### src/rtl/cam_capture_dvp_if.sv
// Frame-buffer write port plus the sensor pads that feed the DVP capture block.
// master = capture block, slave = whatever drives the pads and consumes writes.
interface cam_capture_dvp_if #(
    parameter int ADDR_W = 17
);
    logic              vsync;
    logic              href;
    logic [7:0]        d;
    logic              mode;
    logic [ADDR_W-1:0] addr;
    logic [15:0]       dout;
    logic              we;
    logic              wclk;
    logic [11:0]       h_cnt;
    logic [10:0]       v_cnt;
    logic              frame_done;
    logic              line_err;
    logic [ADDR_W-1:0] pix_count;

    modport master (
        input  vsync, href, d, mode,
        output addr, dout, we, wclk, h_cnt, v_cnt, frame_done, line_err, pix_count
    );

    modport slave (
        output vsync, href, d, mode,
        input  addr, dout, we, wclk, h_cnt, v_cnt, frame_done, line_err, pix_count
    );
endinterface

### src/rtl/cam_capture_dvp.sv
// DVP capture front-end: pairs sensor bytes into pixels (RGB565 or grey Y),
// decimates in x and y, writes kept pixels to a frame-buffer port and reports
// per-frame status. Single clock domain (pclk).
module cam_capture_dvp #(
    parameter int H_RES  = 640,
    parameter int V_RES  = 480,
    parameter int DECIM  = 2,
    parameter int ADDR_W = 17
) (
    input  logic                pclk,
    input  logic                rst_n,
    cam_capture_dvp_if.master   bus
);
    localparam int                DSH     = $clog2(DECIM);
    localparam logic [11:0]       X_MASK  = 12'(DECIM - 1);
    localparam logic [10:0]       Y_MASK  = 11'(DECIM - 1);
    localparam logic [11:0]       H_LIM   = 12'(H_RES);
    localparam logic [10:0]       V_LIM   = 11'(V_RES);
    localparam logic [12:0]       LINE_B  = 13'(2 * H_RES);
    localparam logic [ADDR_W-1:0] FRAME_A = ADDR_W'((H_RES / DECIM) * (V_RES / DECIM));

    logic              vsync_q, vsync_d;
    logic              href_q, href_d;
    logic              phase_q, phase_d;
    logic [7:0]        hi_q, hi_d;
    logic [11:0]       x_in_q, x_in_d;
    logic [10:0]       y_in_q, y_in_d;
    logic [12:0]       byte_cnt_q, byte_cnt_d;
    logic              mode_q, mode_d;
    logic              frame_sync_q, frame_sync_d;
    logic [ADDR_W-1:0] addr_q, addr_d;
    logic [15:0]       dout_q, dout_d;
    logic              we_q, we_d;
    logic [11:0]       h_cnt_q, h_cnt_d;
    logic [10:0]       v_cnt_q, v_cnt_d;
    logic              frame_done_q, frame_done_d;
    logic              line_err_q, line_err_d;
    logic [ADDR_W-1:0] pix_count_q, pix_count_d;

    // addr_q points at the write in flight; once it retires, the next free slot
    // is one further on.
    logic [ADDR_W-1:0] addr_inc;
    logic              keep;

    // Next-state: frame sync, byte pairing, decimation filter and status.
    always_comb begin
        vsync_d      = bus.vsync;
        href_d       = bus.href;
        phase_d      = phase_q;
        hi_d         = hi_q;
        x_in_d       = x_in_q;
        y_in_d       = y_in_q;
        byte_cnt_d   = byte_cnt_q;
        mode_d       = mode_q;
        frame_sync_d = frame_sync_q;
        dout_d       = dout_q;
        we_d         = 1'b0;
        h_cnt_d      = h_cnt_q;
        v_cnt_d      = v_cnt_q;
        frame_done_d = 1'b0;
        line_err_d   = line_err_q;
        pix_count_d  = pix_count_q;

        addr_inc = we_q ? addr_q + 1'b1 : addr_q;
        addr_d   = addr_inc;
        keep     = ((x_in_q & X_MASK) == '0) && ((y_in_q & Y_MASK) == '0) &&
                   (x_in_q < H_LIM) && (y_in_q < V_LIM) && (addr_inc < FRAME_A);

        if (bus.vsync) begin
            // Blanking dominates href: everything per-frame restarts.
            addr_d     = '0;
            phase_d    = 1'b0;
            x_in_d     = '0;
            y_in_d     = '0;
            byte_cnt_d = '0;
            line_err_d = 1'b0;
            h_cnt_d    = '0;
            v_cnt_d    = '0;
            if (!vsync_q) begin
                pix_count_d  = addr_inc;
                frame_done_d = (addr_inc != '0);
            end
        end else begin
            if (vsync_q) begin
                mode_d       = bus.mode;
                frame_sync_d = 1'b1;
            end
            // Nothing is captured until a full vsync pulse has been seen.
            if (frame_sync_q) begin
                if (bus.href) begin
                    if (byte_cnt_q != '1) byte_cnt_d = byte_cnt_q + 1'b1;
                    phase_d = ~phase_q;
                    if (!phase_q) begin
                        hi_d = bus.d;
                    end else begin
                        if (keep) begin
                            we_d    = 1'b1;
                            dout_d  = mode_q ? {8'h00, hi_q} : {hi_q, bus.d};
                            h_cnt_d = x_in_q >> DSH;
                            v_cnt_d = y_in_q >> DSH;
                        end
                        if (x_in_q != '1) x_in_d = x_in_q + 1'b1;
                    end
                end else begin
                    // A dangling high byte is simply dropped here.
                    phase_d = 1'b0;
                    if (href_q) begin
                        if (byte_cnt_q != LINE_B) line_err_d = 1'b1;
                        if (y_in_q != '1) y_in_d = y_in_q + 1'b1;
                        x_in_d     = '0;
                        byte_cnt_d = '0;
                    end
                end
            end
        end
    end

    // State register; reset clears all state including the frame-sync flag.
    always_ff @(posedge pclk or negedge rst_n) begin
        if (!rst_n) begin
            vsync_q      <= 1'b0;
            href_q       <= 1'b0;
            phase_q      <= 1'b0;
            hi_q         <= '0;
            x_in_q       <= '0;
            y_in_q       <= '0;
            byte_cnt_q   <= '0;
            mode_q       <= 1'b0;
            frame_sync_q <= 1'b0;
            addr_q       <= '0;
            dout_q       <= '0;
            we_q         <= 1'b0;
            h_cnt_q      <= '0;
            v_cnt_q      <= '0;
            frame_done_q <= 1'b0;
            line_err_q   <= 1'b0;
            pix_count_q  <= '0;
        end else begin
            vsync_q      <= vsync_d;
            href_q       <= href_d;
            phase_q      <= phase_d;
            hi_q         <= hi_d;
            x_in_q       <= x_in_d;
            y_in_q       <= y_in_d;
            byte_cnt_q   <= byte_cnt_d;
            mode_q       <= mode_d;
            frame_sync_q <= frame_sync_d;
            addr_q       <= addr_d;
            dout_q       <= dout_d;
            we_q         <= we_d;
            h_cnt_q      <= h_cnt_d;
            v_cnt_q      <= v_cnt_d;
            frame_done_q <= frame_done_d;
            line_err_q   <= line_err_d;
            pix_count_q  <= pix_count_d;
        end
    end

    assign bus.addr       = addr_q;
    assign bus.dout       = dout_q;
    assign bus.we         = we_q;
    assign bus.wclk       = pclk;
    assign bus.h_cnt      = h_cnt_q;
    assign bus.v_cnt      = v_cnt_q;
    assign bus.frame_done = frame_done_q;
    assign bus.line_err   = line_err_q;
    assign bus.pix_count  = pix_count_q;
endmodule
### src/flat_wrapper.sv
// flat-port wrapper written by rule: the top's interface ports become plain ports
module cam_capture_dvp_flat 
#(
    parameter int H_RES  = 640,
    parameter int V_RES  = 480,
    parameter int DECIM  = 2,
    parameter int ADDR_W = 17
)
  (pclk, rst_n, bus_vsync, bus_href, bus_d, bus_mode, bus_addr, bus_dout, bus_we, bus_wclk, bus_h_cnt, bus_v_cnt, bus_frame_done, bus_line_err, bus_pix_count);
  cam_capture_dvp_if #(.ADDR_W(ADDR_W)) bus_i ();
  input  logic pclk;
  input  logic rst_n;
  input wire logic [$bits(bus_i.vsync)-1:0] bus_vsync;
  input wire logic [$bits(bus_i.href)-1:0] bus_href;
  input wire logic [$bits(bus_i.d)-1:0] bus_d;
  input wire logic [$bits(bus_i.mode)-1:0] bus_mode;
  output wire logic [$bits(bus_i.addr)-1:0] bus_addr;
  output wire logic [$bits(bus_i.dout)-1:0] bus_dout;
  output wire logic [$bits(bus_i.we)-1:0] bus_we;
  output wire logic [$bits(bus_i.wclk)-1:0] bus_wclk;
  output wire logic [$bits(bus_i.h_cnt)-1:0] bus_h_cnt;
  output wire logic [$bits(bus_i.v_cnt)-1:0] bus_v_cnt;
  output wire logic [$bits(bus_i.frame_done)-1:0] bus_frame_done;
  output wire logic [$bits(bus_i.line_err)-1:0] bus_line_err;
  output wire logic [$bits(bus_i.pix_count)-1:0] bus_pix_count;
  assign bus_i.vsync = bus_vsync;
  assign bus_i.href = bus_href;
  assign bus_i.d = bus_d;
  assign bus_i.mode = bus_mode;
  assign bus_addr = bus_i.addr;
  assign bus_dout = bus_i.dout;
  assign bus_we = bus_i.we;
  assign bus_wclk = bus_i.wclk;
  assign bus_h_cnt = bus_i.h_cnt;
  assign bus_v_cnt = bus_i.v_cnt;
  assign bus_frame_done = bus_i.frame_done;
  assign bus_line_err = bus_i.line_err;
  assign bus_pix_count = bus_i.pix_count;
  cam_capture_dvp #(.H_RES(H_RES), .V_RES(V_RES), .DECIM(DECIM), .ADDR_W(ADDR_W)) u_core (.pclk(pclk), .rst_n(rst_n), .bus(bus_i));
endmodule
### config.mk
export PLATFORM = sky130hd
export DESIGN_NAME = cam_capture_dvp_flat
export DESIGN_NICKNAME = d
export VERILOG_FILES = /design/src/rtl/cam_capture_dvp_if.sv /design/src/rtl/cam_capture_dvp.sv /design/src/flat_wrapper.sv
export SDC_FILE = /design/constraint.sdc
export NUM_CORES = 1
export LEC_CHECK = 0
export BUFFER_PORTS_ARGS = -buffer_cell sky130_fd_sc_hd__buf_2
export CAP_MARGIN = 20
export CORE_MARGIN = 4
export CORE_UTILIZATION = 50
export DETAILED_ROUTE_END_ITERATION = 8
export PLACE_DENSITY_LB_ADDON = 0.12
export SYNTH_ARGS = -nofsm -noshare
export SYNTH_HDL_FRONTEND = slang
export SYNTH_SLANG_ARGS = --single-unit
### constraint.sdc
create_clock -name pclk -period 4.6 [get_ports pclk]
set_clock_uncertainty 0.15 [all_clocks]
set_input_delay 0.46 -clock pclk [delete_from_list [all_inputs] [get_ports pclk]]
set_output_delay 0.46 -clock pclk [all_outputs]
set_load 0.01 [all_outputs]
# ---- Word level (Yosys, flattened, before mapping)
# Index checks and enable logic that the tools add are counted.
dict set report totals {
  wordCells 103
  regBits 125
  output_inout_bits 77
}
dict set report op_classes {
  magnitude_cmp 3
  reduce_logical 24
  addsub 4
  n_eq_ne 8
  bitwise_logic 3
  mux 44
}
# operator count
set op_table {}
lappend op_table {{12-bit 2-to-1 mux} 11}
lappend op_table {{11-bit 2-to-1 mux} 10}
lappend op_table {{13-bit 2-to-1 mux} 5}
lappend op_table {{17-bit 2-to-1 mux} 2}
lappend op_table {{4-bit AND reduction} 5}
lappend op_table {{17-bit by 1-bit adder with 17-bit output, second input constant} 1}
lappend op_table {{17-bit < comparator, second input constant} 1}
lappend op_table {{17-bit nonzero test} 1}
lappend op_table {{16-bit 2-to-1 mux} 1}
lappend op_table {{1-bit 2-to-1 mux} 15}
lappend op_table {{2-bit nonzero test} 7}
lappend op_table {{13-bit by 1-bit adder with 13-bit output, second input constant} 1}
lappend op_table {{13-bit by 11-bit != test with 1-bit output, second input constant} 1}
lappend op_table {{13-bit != test, second input constant} 1}
lappend op_table {{12-bit by 1-bit adder with 12-bit output, second input constant} 1}
lappend op_table {{12-bit logical NOT} 1}
lappend op_table {{12-bit by 10-bit < comparator with 1-bit output, second input constant} 1}
lappend op_table {{12-bit != test, second input constant} 1}
lappend op_table {{11-bit by 1-bit adder with 11-bit output, second input constant} 1}
lappend op_table {{11-bit logical NOT} 1}
lappend op_table {{11-bit by 9-bit < comparator with 1-bit output, second input constant} 1}
lappend op_table {{11-bit != test, second input constant} 1}
lappend op_table {{3-bit by 2-bit != test with 1-bit output, second input constant} 3}
lappend op_table {{5-bit AND reduction} 1}
lappend op_table {{other kinds (6)} 12}

# ---- Longest topological paths before layout
dict set report logic_depth {
  depth_word 10
  depth_mapped 10
  depth_no_buf 7
}

==> impl_metrics.csv <==
group,metric,value,unit
run_status,status,"complete, no violations",
detailed_routing,drc,0,
sta,setup_viol,0,
layout,final_cell_mix,"dfrtp_1 (123), buf_2 (86), nor2_1 (52)",
detailed_routing,vias_per_cell,5.39,
global_routing,grt_start_max_net_pins,79,
power_and_ir_drop,leakagePower,3.32,nW
critical_path,cp_common_cell,"clkbuf_16",
place,finalWeightedCongestion,0.881,
cts,cts_tree,"built",
sta,worst_pin_slew,0.902,ns
detailed_routing,wl_met2,5.78,mm
logic_synthesis,synth.avg_cell_area,10.7,µm²
layout,areaGrowthSynthToFinish,21.0,%
layout,nets,655,
detailed_routing,wl_met1,5.50,mm
global_routing,first_global_vias,4242,
power_and_ir_drop,power.density,421,nW/µm²
power_and_ir_drop,irDropWorstVdd,0.298,mV
logic_synthesis,async_flop_share,1.00,
layout,final_common_cell,"dfrtp_1",
critical_path,slowest_delay,0.13,ns
critical_path,critPathMaxFanout,2,
logic_synthesis,ys_ff_latch,123,
min_path,min_path_type,"input pin to flop",
logic_synthesis,netlist_instances,547,
cts,cts_setup_buffers,0,
logic_synthesis,synth-edff-count,0,
die,die_h,116,µm
detailed_routing,firstDrtPassIters,5,
die,start_util,0.513,
sta,slew_headroom,0.397,
sta,finalMaxSlewViolations,0,
die,rows,39,
detailed_routing,drt_iter0_markers,202,
die,core,11500,µm²
critical_path,startpoint_type,"clock port",
logic_synthesis,syn_area,5880,µm²
sta,hold_viol,0,
detailed_routing,wl_met3,760,µm
critical_path,cp.arrival,2.67,ns
critical_path,critPathKind,"clock port to output pin",
global_routing,grt_pass1_wl,21.0,mm
sta,tns,0,ns
run,maxCapViolCount,0,
layout,fill_cells,929,
logic_synthesis,synthFlopType,"dfrtp_1",
layout,drive_gt1_frac,0.257,
cts,cts_hold_buf,2,
cts,clk_latency,0.52,ns
global_routing,track_usage,0.203,
cts,clkSlewWorstSetupHoldPaths,0.05,ns
global_routing,grt_remaining_overflow,0,
logic_synthesis,yosysUniqueCellTypes,54,
detailed_routing,num_vias,4275,
detailed_routing,highest_layer,"met4",
critical_path,crit_required,3.99,ns
global_routing,antenna_found_initial,0,
cts,cts-resized-gates,0,
detailed_routing,wire_per_inst,15.5,µm
critical_path,path_cells,"clkbuf_16 > clkbuf_16 > buf_2",
logic_synthesis,yosysWarnings,0,
critical_path,reg2reg_slack,1.60,ns
detailed_routing,drtAntennaViolNets,0,
die,pin_count,90,
detailed_routing,routed_wl,12.3,mm
critical_path,worstSetupEndpointType,"output pin",
die,fp.dieW,116,µm
logic_synthesis,yosysSeqAreaShare,0.524,
layout,diodes,0,
layout,final_util,0.620,
place,port_buffers,87,
place,dpl.hpwl,8.28,mm
critical_path,slowest_stage,"clkbuf_16",
die,dieArea,13600,µm²
sta,rsz0062_at_grt,"false",
==> critical path: cells and delay by family <==
| family | cells | cell delay (ns) |
|---|---|---|
| buffers and inverters | 3 | 0.38 |
==> per-stage QoR <==
step	hold WS (ns)	worst slack (ns)	total power [mW]	instance area (µm²)	cells
floorplan	0.0144	1.57	1.43	5880	548
global placement	0.307	1.58	1.53	6400	754
detailed placement	0.316	1.58	1.54	6400	754
CTS	0.000931	1.31	3.03	7090	791
global route	0.0143	1.31	3.12	7110	793
finish	0.0294	1.32	2.99	7110	793
==> power breakdown <==
| group | internal [mW] | switching (mW) | leakage (nW) | total [mW] |
|---|---|---|---|---|
| logic | 0.154 | 0.141 | 1.31 | 0.295 |
| registers | 1.16 | 0.0548 | 1.67 | 1.22 |
| clock network | 1.01 | 0.474 | 0.339 | 1.48 |
| total | 2.32 | 0.670 | 3.32 | 2.99 |
==> layer usage <==
| metal | up-vias | global-route usage |
|---|---|---|
| li1 | 2068 | - |
| met1 | 2075 | 0.260 |
| met2 | 113 | 0.309 |
| met3 | 19 | 0.0674 |
| met4 | 0 | 0.102 |
| met5 | - | 0 |
==> final cells by class <==
type / instances / area (µm²) / share of cell area
flip-flops and latches: 123 / 3080 / 0.433
multi-input cells: 389 / 2630 / 0.370
clock buffers: 28 / 562 / 0.0790
repair buffers: 97 / 531 / 0.0746
well taps: 143 / 179 / 0.0252
clock inverters: 8 / 115 / 0.0162
inverters: 5 / 18.8 / 0.00264
==> path summary, 6_finish.rpt <==
check | from | endpoint | depth (start not counted)
hold reg to reg | u_core.bus.pix_count[7]$_DFFE_PN0P_ | u_core.bus.pix_count[7]$_DFFE_PN0P_ | 2
min in group asynchronous | rst_n | u_core.y_in_q[5]$_DFFE_PN0P_ | 2
setup / recovery | pclk | bus_wclk | 3
max in group asynchronous | rst_n | u_core.hi_q[0]$_DFFE_PN0P_ | 3
hold / removal | bus_d[0] | u_core.hi_q[0]$_DFFE_PN0P_ | 2
setup reg to reg | u_core.bus.addr[0]$_DFF_PN0_ | u_core.bus.dout[15]$_DFFE_PN0P_ | 8
==> cells by family (layout without fill, tap and decap cells) <==
kind of cell	after synthesis	after routing	synth area share
buffers and inverters	36	138	0.0296
adders and majority gates	5	5	0.0106
and+or+nand+nor	225	225	0.207
DFF	123	123	0.524
xor gates and xnor gates	38	38	0.0566
muxes	55	55	0.107
other	1	2	0.000638
AOI/OAI and AO/OA	64	64	0.0651
==> cell usage after synthesis (2+ instances only) <==
library cell,instances,area share
and3_1,11,0.012
buf_2,2,0.0017
o211ai_1,3,0.0038
nand2_1,39,0.025
nor2b_1,12,0.013
ha_1,5,0.011
and4_1,4,0.0060
dfrtp_1,123,0.52
a21oi_1,8,0.0068
nor2_1,52,0.033
mux2i_1,20,0.034
o21a_1,3,0.0038
nand2b_1,42,0.045
or3_1,7,0.0074
xnor2_1,19,0.028
o21ai_0,35,0.030
buf_4,4,0.0051
nor3b_1,5,0.0064
a41oi_1,2,0.0030
nand3_1,20,0.017
nor4_1,2,0.0021
clkbuf_1,20,0.013
mux2_4,9,0.023
nand3b_1,3,0.0038
a31oi_1,3,0.0032
clkbuf_2,2,0.0017
xor2_1,19,0.028
mux2_2,26,0.050
nand4_1,7,0.0074
inv_1,5,0.0032
o31a_1,2,0.0030
nor4b_1,2,0.0030
nor3_1,10,0.0085
==> registers in the layout (all words and copies together), names as in the netlist <==
| signal | cells |
|---|---|
| u_core.bus.pix_count | 17 |
| u_core.byte_cnt_q | 13 |
| u_core.hi_q | 8 |
| u_core.mode_q | 1 |
| u_core.bus.v_cnt | 10 |
| u_core.bus.line_err | 1 |
| u_core.vsync_q | 1 |
| u_core.bus.frame_done | 1 |
| u_core.bus.addr | 17 |
| u_core.y_in_q | 11 |
| u_core.href_q | 1 |
| u_core.frame_sync_q | 1 |
| u_core.bus.we | 1 |
| u_core.phase_q | 1 |
| u_core.bus.dout | 16 |
| u_core.bus.h_cnt | 11 |
| u_core.x_in_q | 12 |
Note: power is estimated with default switching activity, not from simulation.
